## src/rtl/ldtu_data_lane_mux.sv

```systemverilog
// ldtu_data_lane_mux
// Output-data multiplexer for NLANES serialiser lanes. Lane 0 carries DTU
// data in NORMAL, every lane can carry ATU test data in TEST, and any move
// into or out of TEST passes through a GUARD window of idle words. That way
// the downstream aligner never sees a word mixed from two modes.
// Optional build macro: LDTU_MUX_PRBS_EN adds a PRBS_SEL input and a PRBS15
// generator. This lets disabled test lanes carry pseudo-random words.
module ldtu_data_lane_mux #(
  parameter int               WIDTH       = 32,
  parameter int               NLANES      = 4,
  parameter int               GUARD_WORDS = 4,
  parameter logic [WIDTH-1:0] IDLE_NORMAL = 32'hEAAAAAAA,
  parameter logic [WIDTH-1:0] IDLE_TEST   = 32'h5A5A5A5A
) (
  input  logic                     CLK,
  input  logic                     RST,
  input  logic                     CALIBRATION_BUSY,
  input  logic                     TEST_ENABLE,
  input  logic [NLANES-1:0]        LANE_EN,
`ifdef LDTU_MUX_PRBS_EN
  input  logic                     PRBS_SEL,
`endif
  input  logic [WIDTH-1:0]         DATA_DTU,
  input  logic [NLANES*WIDTH-1:0]  DATA_ATU,
  output logic [NLANES*WIDTH-1:0]  DATA_OUT,
  output logic [1:0]               MODE,
  output logic                     GUARD_ACTIVE,
  output logic [7:0]               SWITCH_COUNT
);

  typedef enum logic [1:0] {
    ST_NORMAL = 2'd0,
    ST_CALIB  = 2'd1,
    ST_TEST   = 2'd2,
    ST_GUARD  = 2'd3
  } state_t;

  localparam int              CNT_W        = (GUARD_WORDS > 1) ? $clog2(GUARD_WORDS) : 1;
  localparam logic [CNT_W-1:0] GUARD_RELOAD = CNT_W'(GUARD_WORDS - 1);
  localparam logic [CNT_W-1:0] CNT_ZERO     = CNT_W'(0);
  localparam logic [CNT_W-1:0] CNT_ONE      = CNT_W'(1);

  state_t                    state_r, state_nxt_s;
  state_t                    target_r, target_nxt_s;
  state_t                    req_s;
  logic [CNT_W-1:0]          guard_cnt_r, guard_cnt_nxt_s;
  logic                      switch_inc_s;
  logic [7:0]                switch_cnt_r;
  logic                      guard_active_r;
  logic [NLANES*WIDTH-1:0]   data_out_r;
  logic [NLANES*WIDTH-1:0]   lanes_nxt_s;
  logic [NLANES*WIDTH-1:0]   lanes_rst_s;
  logic [WIDTH-1:0]          disabled_word_s;

`ifdef LDTU_MUX_PRBS_EN
  localparam logic [14:0] PRBS_SEED = 15'h7FFF;

  logic [14:0]      prbs_r;
  logic [14:0]      prbs_base_s;
  logic [14:0]      prbs_nxt_s;
  logic [WIDTH-1:0] prbs_word_s;

  // PRBS15 (x^15 + x^14 + 1): WIDTH steps from a given state, first bit in the MSB.
  function automatic logic [15+WIDTH-1:0] prbs_advance(input logic [14:0] seed);
    logic [14:0]      s;
    logic [WIDTH-1:0] w;
    logic             b;
    s = seed;
    w = {WIDTH{1'b0}};
    for (int k = 0; k < WIDTH; k++) begin
      b = s[14] ^ s[13];
      s = {s[13:0], b};
      w[WIDTH-1-k] = b;
    end
    return {s, w};
  endfunction

  // Word for this cycle: continue the running sequence while in TEST, else restart from the seed.
  always_comb begin
    prbs_base_s = PRBS_SEED;
    if (state_r == ST_TEST) begin
      prbs_base_s = prbs_r;
    end else begin
      prbs_base_s = PRBS_SEED;
    end
    {prbs_nxt_s, prbs_word_s} = prbs_advance(prbs_base_s);
  end

  // Generator state: advances only while staying in TEST, parked at the seed otherwise.
  always_ff @(posedge CLK) begin
    if (!RST) begin
      prbs_r <= PRBS_SEED;
    end else if (state_nxt_s == ST_TEST) begin
      prbs_r <= prbs_nxt_s;
    end else begin
      prbs_r <= PRBS_SEED;
    end
  end

  // Disabled test lanes carry PRBS when selected, idle otherwise.
  always_comb begin
    disabled_word_s = IDLE_TEST;
    if (PRBS_SEL) begin
      disabled_word_s = prbs_word_s;
    end else begin
      disabled_word_s = IDLE_TEST;
    end
  end
`else
  // Disabled test lanes always carry the test idle word.
  always_comb begin
    disabled_word_s = IDLE_TEST;
  end
`endif

  // Requested mode: TEST has priority over CALIB, and NORMAL is the fallback.
  always_comb begin
    req_s = ST_NORMAL;
    if (TEST_ENABLE) begin
      req_s = ST_TEST;
    end else if (CALIBRATION_BUSY) begin
      req_s = ST_CALIB;
    end else begin
      req_s = ST_NORMAL;
    end
  end

  // Next-state logic: direct NORMAL/CALIB swaps, guarded entry to and exit from TEST.
  always_comb begin
    state_nxt_s     = state_r;
    target_nxt_s    = target_r;
    guard_cnt_nxt_s = guard_cnt_r;
    switch_inc_s    = 1'b0;
    case (state_r)
      ST_NORMAL, ST_CALIB: begin
        if (req_s == state_r) begin
          state_nxt_s = state_r;
        end else if (req_s == ST_TEST) begin
          state_nxt_s     = ST_GUARD;
          target_nxt_s    = req_s;
          guard_cnt_nxt_s = GUARD_RELOAD;
        end else begin
          state_nxt_s  = req_s;
          switch_inc_s = 1'b1;
        end
      end
      ST_TEST: begin
        if (req_s != ST_TEST) begin
          state_nxt_s     = ST_GUARD;
          target_nxt_s    = req_s;
          guard_cnt_nxt_s = GUARD_RELOAD;
        end else begin
          state_nxt_s = ST_TEST;
        end
      end
      ST_GUARD: begin
        if (req_s == target_r) begin
          if (guard_cnt_r == CNT_ZERO) begin
            state_nxt_s  = target_r;
            switch_inc_s = 1'b1;
          end else begin
            guard_cnt_nxt_s = guard_cnt_r - CNT_ONE;
          end
        end else begin
          // A change of mind restarts the full window toward the new target.
          target_nxt_s    = req_s;
          guard_cnt_nxt_s = GUARD_RELOAD;
        end
      end
      default: begin
        state_nxt_s     = ST_NORMAL;
        target_nxt_s    = ST_NORMAL;
        guard_cnt_nxt_s = CNT_ZERO;
      end
    endcase
  end

  // Lane words for the state being entered at this edge.
  always_comb begin
    lanes_nxt_s = {NLANES{IDLE_TEST}};
    case (state_nxt_s)
      ST_NORMAL: lanes_nxt_s[0 +: WIDTH] = DATA_DTU;
      ST_CALIB:  lanes_nxt_s[0 +: WIDTH] = IDLE_NORMAL;
      ST_GUARD:  lanes_nxt_s[0 +: WIDTH] = IDLE_NORMAL;
      ST_TEST: begin
        for (int i = 0; i < NLANES; i++) begin
          if (LANE_EN[i]) begin
            lanes_nxt_s[i*WIDTH +: WIDTH] = DATA_ATU[i*WIDTH +: WIDTH];
          end else begin
            lanes_nxt_s[i*WIDTH +: WIDTH] = disabled_word_s;
          end
        end
      end
      default: lanes_nxt_s = {NLANES{IDLE_TEST}};
    endcase
  end

  // Lane words loaded at reset: lane 0 shows the idle word of the mode reset lands in.
  always_comb begin
    lanes_rst_s = {NLANES{IDLE_TEST}};
    if (TEST_ENABLE) begin
      lanes_rst_s[0 +: WIDTH] = IDLE_TEST;
    end else begin
      lanes_rst_s[0 +: WIDTH] = IDLE_NORMAL;
    end
  end

  // State, guard bookkeeping, the switch counter and the registered lane words.
  always_ff @(posedge CLK) begin
    if (!RST) begin
      state_r        <= TEST_ENABLE ? ST_TEST : ST_NORMAL;
      target_r       <= TEST_ENABLE ? ST_TEST : ST_NORMAL;
      guard_cnt_r    <= CNT_ZERO;
      switch_cnt_r   <= 8'd0;
      guard_active_r <= 1'b0;
      data_out_r     <= lanes_rst_s;
    end else begin
      state_r        <= state_nxt_s;
      target_r       <= target_nxt_s;
      guard_cnt_r    <= guard_cnt_nxt_s;
      guard_active_r <= (state_nxt_s == ST_GUARD);
      data_out_r     <= lanes_nxt_s;
      if (switch_inc_s && (switch_cnt_r != 8'd255)) begin
        switch_cnt_r <= switch_cnt_r + 8'd1;
      end else begin
        switch_cnt_r <= switch_cnt_r;
      end
    end
  end

  assign DATA_OUT     = data_out_r;
  assign MODE         = state_r;
  assign GUARD_ACTIVE = guard_active_r;
  assign SWITCH_COUNT = switch_cnt_r;

endmodule

```

## config.mk

```make
export PLATFORM = sky130hd
export DESIGN_NAME = ldtu_data_lane_mux
export DESIGN_NICKNAME = d
export VERILOG_FILES = /design/src/rtl/ldtu_data_lane_mux.sv
export SDC_FILE = /design/constraint.sdc
export NUM_CORES = 1
export LEC_CHECK = 0
export BUFFER_PORTS_ARGS = -buffer_cell sky130_fd_sc_hd__buf_2
export CAP_MARGIN = 0
export CORE_AREA = 2 2 119 121
export CTS_CLUSTER_SIZE = 20
export DETAILED_ROUTE_END_ITERATION = 12
export DIE_AREA = 0 0 121 123
export GPL_ROUTABILITY_DRIVEN = 0
export PLACE_DENSITY = 0.75
export SKIP_LAST_GASP = 1
export SLEW_MARGIN = 10
export SYNTH_ARGS = -nofsm -noshare
export SYNTH_HDL_FRONTEND = slang
export SYNTH_SLANG_ARGS = --single-unit
```

## constraint.sdc

```tcl
create_clock -name CLK -period 5.4 [get_ports CLK]
set_clock_uncertainty 0.2 [all_clocks]
set_input_delay 0.81 -clock CLK [delete_from_list [all_inputs] [get_ports CLK]]
set_output_delay 0.81 -clock CLK [all_outputs]
set_load 0.03 [all_outputs]
```

==> out/results.ini <==
[finish]
regArea_um2=2880
area_growth_pct=46.6
stdcell_count=924
finish.utilization_pct=50.3
final_nets=901
antenna_cells=0
fillers=1270
final_cell_mix=buf_2, dfxtp_1, nand2b_1, and3_1
final_common_cell=buf_2
multiInputGateArea_um2=1610
layout-drive-gt1-share_pct=46.6

[routing]
vias=4293
wl_per_cell_um=15.7
ant_nets=0
vias_per_cell=4.65
drt-pass1-iter-count=4
drc=0
drt-total-wl_mm=14.5
drt_iter0_markers=205

[timing]
finalSetupViolCount=0
maxSlewHeadroom_pct=39.7
rsz0062_at_grt=false
max_freq_mhz=336
setup-tns-final_ps=0
report.final.slew_viol_count=0
tightest_slew_ps=901
hold_violations=0
period_share_pct=55.1
whs_ps=270
finalCriticalPeriod_ps=2970

[die]
coreArea_um2=13600
fp.dieH_um=123
initial_core_util_pct=34.3
die_area_um2=14900
die_width_um=121
io_pins=307
row_count=43

[placed_design]
io_buffers=306
hpwl_mm=11.2
dp.cells=892

[global_routing]
antenna_found_initial=1
grt_usage_pct=18.8
grt_pass1_wl_mm=21.3
gr-total-overflow=0
grt_max_degree=23
grt_pass1_vias=4125

[cts]
clk-insertion-delay-late_ps=420
cts_tree=built
cts-hold-fix-buffers=0
cts.repair.resized=0
clkTransAtPathRegs_ps=60
clockRootBuffer=clkbuf_16
numCtsBuffers=17
htree_levels=4
postCtsSetupRepairBufs=0
max-clock-path-buffers=2
cts_num_sinks=143

[worst_setup_path]
cp.arrival_ps=3070
crit_start=guard_cnt_r[0]
end_kind=flop
timing.rr.start=guard_cnt_r[0]
worstSetupStartpointType=flop
cp_max_fo=22
critical_path_class=flop to flop
required_ps=5500

[logic_synthesis]
ys_types=45
syn_nets=599
avgSynthCellArea_um2=10.9
ys.flop_type=dfxtp_1
async_flop_share_pct=0
yosys_warnings=0
synthCells=429
synth.cell_area_um2=4670
synth_top_area_cell=dfxtp_1
ys_top_cells_by_area=dfxtp_1, and3_1, nand2b_1
synth_seq_cells=143
synth-edff-count=2
ys_seq_area_share_pct=61.7
synth.top_cell.area_share_pct=60.5

[power]
peakVddDrop_v=0.000174
powerDensity_nw_per_um2=361
power_leakage_nw=3.34

[worst_hold_path]
hp-start=guard_cnt_r[0]
hold_class=flop to flop

[run]
drv_cap=0

[status]
status=completed

## final timing paths
kind	slack (ps)	to	depth (start not counted)
max	2430	DATA_OUT[123]	8
min	270	guard_cnt_r[0]	1
max reg2reg	2430	DATA_OUT[123]	8
min reg2reg	270	guard_cnt_r[0]	1
## metal layers
metal | track usage (%) | share of wire, % | vias to the layer above
met1 | 20.5 | 38 | 1932
met2 | 32.2 | 49 | 231
met4 | 9.52 | 3.4 | 2
met3 | 6.73 | 9.5 | 33
li1 | - | - | 2095
met5 | 0 | 0.090 | -
## per-stage QoR
step	instance area [um^2]	setup slack [ps]	total power, mW
global placement	6280	2170	1.39
global route	6850	2230	2.56
CTS	6850	2440	2.50
floorplan	4670	2980	1.28
detailed placement	6280	2120	1.39
finish	6850	2430	2.47
## worst max-delay path: stages, from the launching register on
cell      delay [ps]
dfxtp_1          320
inv_1             60
ha_1             250
nor2b_1          340
nand3_1          210
a211oi_4         820
buf_4            300
and2_4           260
nand2b_1          80
## synthesized netlist by cell type (all sizes together), types with 3 or more instances
library cell / number
dfxtp: 141
and3: 50
nand2b: 50
nor2: 23
o21ai: 23
a21oi: 16
clkbuf: 13
nand2: 13
buf: 12
nor3b: 12
o31ai: 10
a22o: 8
nand3: 7
inv: 6
a211oi: 4
and2: 4
o22a: 4
nor3: 3
or4: 3
## sequential cells by signal, summed over array words and instances (netlist names)
| signal | flops |
|---|---|
| MODE | 2 |
| target_r | 2 |
| SWITCH_COUNT | 8 |
| DATA_OUT | 128 |
| GUARD_ACTIVE | 1 |
| guard_cnt_r | 2 |
## where the power goes
| group | total [mW] | leakage (nW) | internal, mW | switching (mW) |
|---|---|---|---|---|
| sequential | 1.11 | 1.17 | 1.09 | 0.0151 |
| clock | 1.10 | 0.271 | 0.616 | 0.488 |
| combinational | 0.263 | 1.90 | 0.103 | 0.160 |
| total | 2.47 | 3.34 | 1.81 | 0.663 |
## kinds of logic (layout without fill, tap and decap cells)
| family | after synthesis | count (layout) | synth area share, % |
|---|---|---|---|
| adder cells (fa/ha/maj) | 2 | 2 | 0.536 |
| buffers and inverters | 31 | 346 | 3.89 |
| AO/OA/AOI/OAI | 77 | 77 | 11.3 |
| XOR/XNOR | 3 | 3 | 0.724 |
| flip-flops | 143 | 143 | 61.7 |
| AND/OR/NAND/NOR | 173 | 173 | 21.8 |
## area by class of cell
class	count	share of cell area (%)
sequential	143	42.1
multi-input combinational	255	23.4
timing repair buffer	308	22.6
clock buffer	18	6.41
tap	180	3.29
clock inverter	14	1.83
inverter	6	0.329
(Power assumes the default switching activity.)
